--- config.mk ---
export PLATFORM = sky130hd
export DESIGN_NAME = chnlnk_frame_ctrl
export DESIGN_NICKNAME = d
export VERILOG_FILES = /design/src/rtl/chnlnk_frame_ctrl.sv
export SDC_FILE = /design/constraint.sdc
export NUM_CORES = 1
export LEC_CHECK = 0
export ABC_AREA = 1
export BUFFER_PORTS_ARGS = -buffer_cell sky130_fd_sc_hd__buf_2
export CORE_MARGIN = 8
export CORE_UTILIZATION = 38
export DETAILED_ROUTE_END_ITERATION = 6
export GPL_ROUTABILITY_DRIVEN = 1
export GPL_TIMING_DRIVEN = 1
export HOLD_SLACK_MARGIN = 0.02
export PLACE_DENSITY_LB_ADDON = 0.08
export SYNTH_ARGS = -nofsm -noshare
export SYNTH_HDL_FRONTEND = slang
export SYNTH_SLANG_ARGS = --single-unit
--- constraint.sdc ---
create_clock -name CLK -period 4.1 [get_ports CLK]
set_input_delay 0.41 -clock CLK [delete_from_list [all_inputs] [get_ports CLK]]
set_output_delay 0.41 -clock CLK [all_outputs]
set_load 0.005 [all_outputs]
--- src/rtl/chnlnk_frame_ctrl.sv ---
`default_nettype none
// ============================================================================
// Module      : chnlnk_frame_ctrl
// Description : Channel-link frame sequencer; frames FIFO samples with a fixed
//               CRC/trailer tail and closes each event with a LAST_WRD strobe.
// Revision    : 2.0 - configurable geometry, backpressure, sample limit
// ============================================================================
module chnlnk_frame_ctrl #(
    parameter int DATA_WORDS  = 96,
    parameter int TAIL_WORDS  = 4,
    parameter int SEQ_W       = 7,
    parameter int MAX_SAMPLES = 16,
    parameter int SCNT_W      = 5
) (
    input  logic              CLK,
    input  logic              RST,
    input  logic              L1A_BUF_MT,
    input  logic              F_MT,
    input  logic              END_EVT,
    input  logic              TX_RDY,
    output logic              RD,
    output logic              VALID,
    output logic [SEQ_W-1:0]  SEQ,
    output logic              CLR_CRC,
    output logic              LAST_WRD,
    output logic              TRUNC,
    output logic [SCNT_W-1:0] SAMP_CNT,
    output logic [2:0]        FRM_STATE
);

    localparam logic [2:0] C_IDLE        = 3'd0;
    localparam logic [2:0] C_LAST_WORD   = 3'd1;
    localparam logic [2:0] C_READ        = 3'd2;
    localparam logic [2:0] C_STRT_SAMPLE = 3'd3;
    localparam logic [2:0] C_TAIL_END    = 3'd4;
    localparam logic [2:0] C_TAIL_NO_END = 3'd5;
    localparam logic [2:0] C_W4DATA      = 3'd6;

    localparam logic [SEQ_W-1:0]  C_SEQ_LAST_DATA = SEQ_W'(DATA_WORDS - 1);
    localparam logic [SEQ_W-1:0]  C_SEQ_LAST_TAIL = SEQ_W'(DATA_WORDS + TAIL_WORDS - 1);
    localparam logic [SEQ_W-1:0]  C_SEQ_ONE       = SEQ_W'(1);
    localparam logic [SCNT_W-1:0] C_SCNT_LAST     = SCNT_W'(MAX_SAMPLES - 1);
    localparam logic [SCNT_W-1:0] C_SCNT_ONE      = SCNT_W'(1);

    logic [2:0]        state_q, state_d;
    logic [SEQ_W-1:0]  seq_q, seq_d;
    logic [SCNT_W-1:0] samp_cnt_q, samp_cnt_d;
    logic              end_flag_q, end_flag_d;
    logic              rd_q, rd_d;
    logic              valid_q, valid_d;
    logic              clr_crc_q, clr_crc_d;
    logic              last_wrd_q, last_wrd_d;
    logic              trunc_q, trunc_d;

    logic w_in_tail;
    logic w_in_data;
    logic w_tail_done;
    logic w_end_now;
    logic w_data_stall;

    assign w_in_tail    = (state_q == C_TAIL_END) || (state_q == C_TAIL_NO_END);
    assign w_in_data    = (state_q == C_STRT_SAMPLE) || (state_q == C_READ);
    assign w_tail_done  = w_in_tail && (seq_q == C_SEQ_LAST_TAIL);
    assign w_data_stall = F_MT || !TX_RDY;
    // The event closes on a marker seen now or earlier, or when this frame hits the limit.
    assign w_end_now    = end_flag_q || END_EVT || (samp_cnt_q == C_SCNT_LAST);

    always_ff @(posedge CLK or posedge RST) begin
        if (RST) begin
            state_q    <= C_IDLE;
            seq_q      <= '0;
            samp_cnt_q <= '0;
            end_flag_q <= 1'b0;
            rd_q       <= 1'b0;
            valid_q    <= 1'b0;
            clr_crc_q  <= 1'b0;
            last_wrd_q <= 1'b0;
            trunc_q    <= 1'b0;
        end else begin
            state_q    <= state_d;
            seq_q      <= seq_d;
            samp_cnt_q <= samp_cnt_d;
            end_flag_q <= end_flag_d;
            rd_q       <= rd_d;
            valid_q    <= valid_d;
            clr_crc_q  <= clr_crc_d;
            last_wrd_q <= last_wrd_d;
            trunc_q    <= trunc_d;
        end
    end

    always_comb begin
        state_d = 3'bxxx;
        case (state_q)
            C_IDLE:        state_d = L1A_BUF_MT ? C_IDLE : C_W4DATA;
            C_W4DATA:      state_d = (!F_MT && TX_RDY) ? C_STRT_SAMPLE : C_W4DATA;
            C_STRT_SAMPLE: state_d = C_READ;
            C_READ: begin
                if (seq_q == C_SEQ_LAST_DATA) begin
                    state_d = w_end_now ? C_TAIL_END : C_TAIL_NO_END;
                end else begin
                    state_d = C_READ;
                end
            end
            C_TAIL_END:    state_d = w_tail_done ? C_LAST_WORD : C_TAIL_END;
            C_TAIL_NO_END: state_d = w_tail_done ? C_W4DATA : C_TAIL_NO_END;
            C_LAST_WORD:   state_d = C_IDLE;
            default:       state_d = 3'bxxx;
        endcase

        samp_cnt_d = samp_cnt_q;
        end_flag_d = end_flag_q;
        if (state_d == C_IDLE) begin
            samp_cnt_d = '0;
            end_flag_d = 1'b0;
        end else begin
            if (w_tail_done) begin
                samp_cnt_d = samp_cnt_q + C_SCNT_ONE;
            end
            if (w_in_data && END_EVT) begin
                end_flag_d = 1'b1;
            end
        end
    end

    // A stalled word slot becomes a bubble that holds the last issued index.
    always_comb begin
        rd_d       = 1'b0;
        valid_d    = 1'b0;
        seq_d      = '0;
        clr_crc_d  = 1'b0;
        last_wrd_d = 1'b0;
        trunc_d    = 1'b0;
        case (state_d)
            C_W4DATA: clr_crc_d = (state_q != C_W4DATA);
            C_STRT_SAMPLE: begin
                rd_d    = 1'b1;
                valid_d = 1'b1;
            end
            C_READ: begin
                if (w_data_stall) begin
                    seq_d = seq_q;
                end else begin
                    rd_d    = 1'b1;
                    valid_d = 1'b1;
                    seq_d   = seq_q + C_SEQ_ONE;
                end
            end
            C_TAIL_END, C_TAIL_NO_END: begin
                if (TX_RDY) begin
                    valid_d = 1'b1;
                    seq_d   = seq_q + C_SEQ_ONE;
                end else begin
                    seq_d = seq_q;
                end
            end
            C_LAST_WORD: begin
                last_wrd_d = 1'b1;
                trunc_d    = !end_flag_q;
            end
            default: ;
        endcase
    end

    assign RD        = rd_q;
    assign VALID     = valid_q;
    assign SEQ       = seq_q;
    assign CLR_CRC   = clr_crc_q;
    assign LAST_WRD  = last_wrd_q;
    assign TRUNC     = trunc_q;
    assign SAMP_CNT  = samp_cnt_q;
    assign FRM_STATE = state_q;

endmodule
`default_nettype wire
==> results of run 1 <==
-- cell usage after synthesis (all sizes together) --
cell | count | area, µm²
ha | 5 | 62.6
xor2 | 5 | 43.8
a31oi | 1 | 6.26
nor2 | 20 | 123
o21ai | 2 | 13.8
or2 | 1 | 6.26
o211ai | 1 | 7.51
nor3 | 5 | 36.3
inv | 20 | 75.1
xnor2 | 3 | 26.3
nand3 | 16 | 97.6
dfrtp | 21 | 526
nand4 | 3 | 33.8
nand3b | 1 | 20.0
nand2 | 41 | 199
a21oi | 10 | 50.1
-- stage by stage --
stage	utilization [%]	cell area, µm²	std cells	worst slack, ps	hold slack, ps
final	46.0	1540	230	1950	245
after global routing	46.0	1540	230	1760	316
after CTS	46.0	1540	230	1940	270
after detailed placement	45.2	1510	226	1970	472
after global placement	45.2	1510	226	2050	451
after floorplan	-	1330	155	2160	387
-- report_power, final --
part,internal (mW),switching (mW)
clock network,0.0380,0.0659
logic,0.187,0.353
registers,0.244,0.0373
total,0.469,0.457
-- layout by cell type, fill, tap and decap left out, drive strengths merged --
cell type | Yosys | final
nand2 | 41 | 41
buf | 0 | 25
dfrtp | 21 | 21
inv | 20 | 20
nor2 | 20 | 20
nand3 | 16 | 16
a21oi | 10 | 10
xor2 | 5 | 5
ha | 5 | 5
nor3 | 5 | 5
clkbuf | 0 | 4
xnor2 | 3 | 3
nand4 | 3 | 3
o21ai | 2 | 2
nand3b | 1 | 1
a31oi | 1 | 1
o211ai | 1 | 1
or2 | 1 | 1
-- sequential cells by signal (all words and copies together) (netlist names) --
name,cells
CLR_CRC,1
TRUNC,1
RD,1
VALID,1
SAMP_CNT,5
LAST_WRD,1
SEQ,7
end_flag_q,1
FRM_STATE,3
-- layer usage --
metal | share of wire (%) | GRT usage [%] | routed length (µm) | vias up
li1 | - | - | - | 560
met1 | 46 | 13.5 | 1300 | 515
met2 | 48 | 18.3 | 1360 | 20
met3 | 5.5 | 2.66 | 157 | 2
met4 | 0.74 | 3.91 | 21 | 0
met5 | 0 | 0 | 0 | -
-- final cells by class --
| cell class | instances | area (µm²) | share of cell area, % |
|---|---|---|---|
| multi-input combinational | 114 | 726 | 47.3 |
| clock buffer | 4 | 26.3 | 1.71 |
| tap | 46 | 57.6 | 3.75 |
| timing repair buffer | 25 | 125 | 8.15 |
| inverter | 20 | 75.1 | 4.89 |
| sequential | 21 | 526 | 34.2 |
-- logic make-up (layout without fill, tap and decap cells) --
group,after synthesis,after routing,share of synthesized area [%]
AOI/OAI and AO/OA,14,14,5.85
DFF,21,21,39.6
xor gates and xnor gates,8,8,5.28
adders and majority gates,5,5,4.72
buffers and inverters,20,49,5.66
and+or+nand+nor,87,87,38.9
-- final timing paths --
check | cells past startpoint | startpoint | endpoint | slack, ps
max in group asynchronous | 2 | RST | TRUNC$_DFF_PP0_ | 3340
setup / recovery | 14 | SEQ[0]$_DFFE_PP0P_ | SEQ[4]$_DFFE_PP0P_ | 1950
setup reg to reg | 14 | SEQ[0]$_DFFE_PP0P_ | SEQ[4]$_DFFE_PP0P_ | 1950
hold reg to reg | 1 | end_flag_q$_DFFE_PP0P_ | TRUNC$_DFF_PP0_ | 480
hold / removal | 2 | RST | SEQ[2]$_DFFE_PP0P_ | 250
min in group CLK | 3 | TX_RDY | VALID$_DFF_PP0_ | 340
-- critical path: cells and delay by family (launching register included) --
family / cells / cell delay [ps]
simple gates: 12 / 1210
fa+ha+maj: 2 / 450
flops: 1 / 430
==> results.sh, run 1 <==
export IMPL_htree_levels=1
export IMPL_initial_core_util_pct=39.7
export IMPL_post_cts_resize_count=0
export IMPL_io_pins=26
export IMPL_first_global_vias=1119
export IMPL_slowest_delay_ps=430
export IMPL_fp_coreArea_um2=3340
export IMPL_clock_skew_ps=5.68
export IMPL_drc_errors=0
export IMPL_cts_setup_buffers=0
export IMPL_cts_buffer_depth=2
export IMPL_p_total_uw=925
export IMPL_hp_class="in2async"
export IMPL_rsz0062_at_grt="false"
export IMPL_via_per_inst=4.77
export IMPL_gp_congestion=0.770
export IMPL_clk_pin_slew_worst_paths_ps=120
export IMPL_numCtsBuffers=3
export IMPL_insertion_delay_ps=310
export IMPL_first_pass_iters=4
export IMPL_tightest_slew_ps=832
export IMPL_critPathLaunchType="register"
export IMPL_hpwlAfterDp_um=2240
export IMPL_yosysSeqAreaShare_pct=39.6
export IMPL_max_freq_mhz=466
export IMPL_path_cells="ha_1 > nand2_1 > nor2_2 > nand2_4 > nand2_2 > nand2_4 > nor2_8 > nor2_8 > ha_1 > nand2_1 > nand2_4 > nand2_4 > nand2_1 > nand2_1"
export IMPL_drt_iter0_drc=54
export IMPL_fillers=351
export IMPL_n_antenna_cell=0
export IMPL_dieHeight_um=75.1
export IMPL_antenna_found_initial=0
export IMPL_syn_nets=166
export IMPL_cts_sinks=21
export IMPL_final_hold_viol_count=0
export IMPL_fin_nets=196
export IMPL_synth_area_um2=1330
export IMPL_synthCells=155
export IMPL_setup_tns_ps=0
export IMPL_drt_wl_total_um=2840
export IMPL_die_x_um=75.1
export IMPL_grt_max_degree=22
export IMPL_min_period_ps=2150
export IMPL_peakVddDrop_mv=0.353
export IMPL_yosys_warnings=0
export IMPL_row_count=21
export IMPL_leakagePower_nw=0.813
export IMPL_syn_to_final_growth_pct=15.8
export IMPL_crit_path_end_kind="register"
export IMPL_finalSetupViolCount=0
export IMPL_arrival_ps=2400
export IMPL_maxCapViolations=0
export IMPL_worstSetupPathType="reg2reg"
export IMPL_drtAntennaViolNets=0
export IMPL_cp_data_required_time_ps=4350
export IMPL_wl_per_cell_um=12.3
export IMPL_routed_via_count=1097
export IMPL_track_usage_pct=11.1
export IMPL_period_share_pct=52.3
export IMPL_ctsHoldBuffers=0
export IMPL_grt_pass1_wl_um=4960
export IMPL_ys_seq_elements=21
export IMPL_synth_cell_types=27
export IMPL_root_buffer="clkbuf_4"
export IMPL_drive_gt1_share_pct=28.8
export IMPL_cp_slowest_cell="dfrtp_1"
export IMPL_cts_tree="done"
export IMPL_slew_headroom_pct=44.4
export IMPL_die_area_um2=5640
export IMPL_portBuffers=25
export IMPL_overflow=0
export IMPL_syn_avg_cell_area_um2=8.56
export IMPL_critical_path_max_fanout=8
export IMPL_final_max_slew_viol_count=0
export IMPL_p_per_area_nw_per_um2=603
export IMPL_status="finished, final reports clean"
Note: power is estimated with default switching activity, not from simulation.
==> run 2, diff against run 1 <==
--- a/config.mk
+++ b/config.mk
@@ -5,7 +5,7 @@
 export SDC_FILE = /design/constraint.sdc
 export NUM_CORES = 1
 export LEC_CHECK = 0
-export ABC_AREA = 1
+export ABC_AREA = 0
 export BUFFER_PORTS_ARGS = -buffer_cell sky130_fd_sc_hd__buf_2
 export CORE_MARGIN = 8
 export CORE_UTILIZATION = 38
==> constraint.sdc (replaced) <==
create_clock -name CLK -period 2 [get_ports CLK]
set_input_delay 0.2 -clock CLK [delete_from_list [all_inputs] [get_ports CLK]]
set_output_delay 0.2 -clock CLK [all_outputs]
set_load 0.005 [all_outputs]
==> run 2 against run 1 <==
The run now ends with negative setup slack left. Sequential power rose by 120%. Wire length rose by 35%. Sequential share of layout area fell by 9.5 points. Register-to-register slack got worse by 2200 ps. Global-route usage up 1.9 points. Non-clock buffer count rose by 53. Area after synthesis is 7.5% higher. Hold slack got worse by 57 ps. Utilization up 13 points. Final area grew 39%. Critical endpoint unchanged. Largest power group unchanged.
==> results.sh, run 2 <==
export IMPL_routed_via_count=1327
export IMPL_pre_cts_ws_ps=-277
export IMPL_fp_coreArea_um2=3630
export IMPL_worst_hold_slack_ps=188
export IMPL_first_pass_iters=4
export IMPL_insertion_delay_ps=270
export IMPL_dpl_cell_area_um2=1920
export IMPL_setup_tns_ps=-2440
export IMPL_critPathLaunchType="register"
export IMPL_synth_largest_area_cell="dfrtp_1"
export IMPL_clk_pin_slew_worst_paths_ps=80
export IMPL_cts_tree="done"
export IMPL_worstSetupPathType="reg2reg"
export IMPL_critical_path_max_fanout=4
export IMPL_synth_edff_count=0
export IMPL_gp_congestion=0.825
export IMPL_drive_gt1_share_pct=57.5
export IMPL_cp_data_required_time_ps=2150
export IMPL_synthCells=134
export IMPL_final_cell_mix="48 x buf_4, 25 x buf_2, 18 x dfrtp_1, 10 x nand3_1"
export IMPL_path_cells="ha_2 > and2b_2 > and4b_4 > or2_4 > a22oi_2 > ha_2 > nor2_4 > a221oi_4 > buf_4 > o31ai_1"
export IMPL_cts_sinks=21
export IMPL_yosysSeqAreaShare_pct=36.9
export IMPL_dieHeight_um=77.2
export IMPL_die_x_um=77.2
export IMPL_hpwlAfterDp_um=2780
export IMPL_dp_cells=246
export IMPL_drt_wl_total_um=3840
export IMPL_numCtsBuffers=3
export IMPL_drt_iter0_drc=74
export IMPL_hp_start="L1A_BUF_MT"
export IMPL_track_usage_pct=12.9
export IMPL_p_per_area_nw_per_um2=1200
export IMPL_p_total_mw=2.55
export IMPL_min_to="FRM_STATE[2]$_DFF_PP0_"
export IMPL_violations="negative setup slack"
export IMPL_leakagePower_nw=1.01
export IMPL_status="finished, violations left"
export IMPL_min_period_ps=2270
export IMPL_period_share_pct=114
export IMPL_hp_class="in2reg"
export IMPL_slew_headroom_pct=73.0
export IMPL_rsz0062_at_grt="true"
export IMPL_htree_levels=1
export IMPL_ys_seq_elements=21
export IMPL_final_hold_viol_count=0
export IMPL_overflow=0
export IMPL_synth_top_area_share_pct=36.9
export IMPL_wl_per_cell_um=14.8
export IMPL_fillers=338
export IMPL_r2r_end="SEQ[4]$_DFFE_PP0P_"
export IMPL_ys_flop_type="dfrtp_1"
export IMPL_portBuffers=25
export IMPL_tightest_slew_ps=405
export IMPL_reg2reg_slack_ps=-270
export IMPL_utilization_pct=58.8
export IMPL_initial_core_util_pct=39.2
export IMPL_max_freq_mhz=440
export IMPL_crit_start="SEQ[0]$_DFFE_PP0P_"
export IMPL_syn_avg_cell_area_um2=10.6
export IMPL_finalSetupViolCount=14
export IMPL_final_cell_area_um2=2140
export IMPL_synth_cell_types=47
export IMPL_crit_family="simple AND/OR/NAND/NOR gates"
export IMPL_fin_ws_ps=-274
export IMPL_peakVddDrop_mv=0.927
export IMPL_arrival_ps=2420
export IMPL_row_count=22
export IMPL_synth_common_cells="21 x dfrtp_1, 10 x nand3_1, 9 x nand2_1, 9 x nor2_1, 8 x inv_1"
export IMPL_final_common_cell="buf_4"
export IMPL_largest_reg_flops=7
export IMPL_slowest_delay_ps=390
export IMPL_via_per_inst=5.10
export IMPL_yosys_warnings=0
export IMPL_grt_max_degree=22
export IMPL_die_area_um2=5970
export IMPL_cts_buffer_depth=2
export IMPL_io_pins=26
export IMPL_syn_to_final_growth_pct=50.0
export IMPL_drtAntennaViolNets=0
export IMPL_synth_area_um2=1430
export IMPL_ys_async_sr_fraction_pct=100
export IMPL_clock_skew_ps=4.98
export IMPL_cpMostUsedCell="ha_2"
export IMPL_antenna_found_initial=0
export IMPL_fin_nets=224
export IMPL_r2r_start="SEQ[0]$_DFFE_PP0P_"
export IMPL_path_buf_inv=1
export IMPL_syn_nets=145
export IMPL_n_antenna_cell=0
export IMPL_synth_most_common_cell="dfrtp_1"
export IMPL_grt_pass1_wl_um=6230
export IMPL_final_max_slew_viol_count=0
export IMPL_final_cells=260
export IMPL_drc_errors=0
export IMPL_first_global_vias=1350
export IMPL_cp_slowest_cell="dfrtp_1"
export IMPL_crit_path_end_kind="register"
export IMPL_root_buffer="clkbuf_8"
export IMPL_reg2regPathDepth=10
export IMPL_maxCapViolations=0
export IMPL_ys_top_cells_by_area="dfrtp_1 37%, o31ai_4 4.5%, ha_1 4.4%, nand3_1 3.5%, a32oi_1 2.5%"
export IMPL_hold_path_cell_count=2
-- run 2: cell count changes after synthesis, sizes merged, moves of 3 or more --
cell	before	now
nand2	41	9
inv	20	8
nor2	20	9
a21oi	10	3
o31ai	0	7
nand3	16	10
and2	0	5
o21ai	2	7
a32oi	0	4
nand2b	0	3
nor4b	0	3
xnor2	3	0
-- run 2: layout make-up --
| type | instances | area, µm² | area share [%] |
|---|---|---|---|
| clock buffer | 3 | 41.3 | 1.93 |
| timing repair buffer | 78 | 549 | 25.7 |
| clock inverter | 1 | 5.00 | 0.234 |
| inverter | 8 | 30.0 | 1.41 |
| tap | 48 | 60.1 | 2.81 |
| multi-input combinational | 101 | 922 | 43.1 |
| sequential | 21 | 529 | 24.8 |
-- run 2: where the power goes --
part,internal (mW),switching (mW),leakage (nW),total (mW)
Clock,0.139,0.152,0.0255,0.291
Sequential,0.499,0.108,0.280,0.607
Combinational,0.869,0.787,0.708,1.66
Total,1.51,1.05,1.01,2.55
-- run 2: logic make-up after synthesis --
group / share of synthesized area [%]
AOI/OAI and AO/OA: 23.8
xor gates and xnor gates: 1.84
adders and majority gates: 4.39
buffers and inverters: 5.18
DFF: 36.9
muxes: 0.790
and+or+nand+nor: 27.1
-- run 2: how the worst max path moves through the flow --
stage | to | slack, ps | cells past startpoint
final | SEQ[4]$_DFFE_PP0P_ | -270 | 10
after global routing | SEQ[3]$_DFFE_PP0P_ | -390 | 10
after CTS | SEQ[6]$_DFFE_PP0P_ | -260 | 10
after detailed placement | SEQ[0]$_DFFE_PP0P_ | -280 | 9
after global placement | SEQ[3]$_DFFE_PP0P_ | -260 | 9
after floorplan | SEQ[6]$_DFFE_PP0P_ | -220 | 9
-- run 2: what timing repair did --
action / CTS / global route
setup endpoints to repair: 15 / 15
hold endpoints to repair: 21 / 0
pin swaps: 22 / 5
hold buffers: 1 / 0
setup buffers: 8 / 2
resized for setup: 16 / 6
-- run 2: routing by layer --
layer / GRT usage (%) / part of all wire, %
met4: 6.23 / 1.9
met2: 20.6 / 48
met5: 0 / 0
met1: 15.9 / 44
met3: 3.03 / 5.3
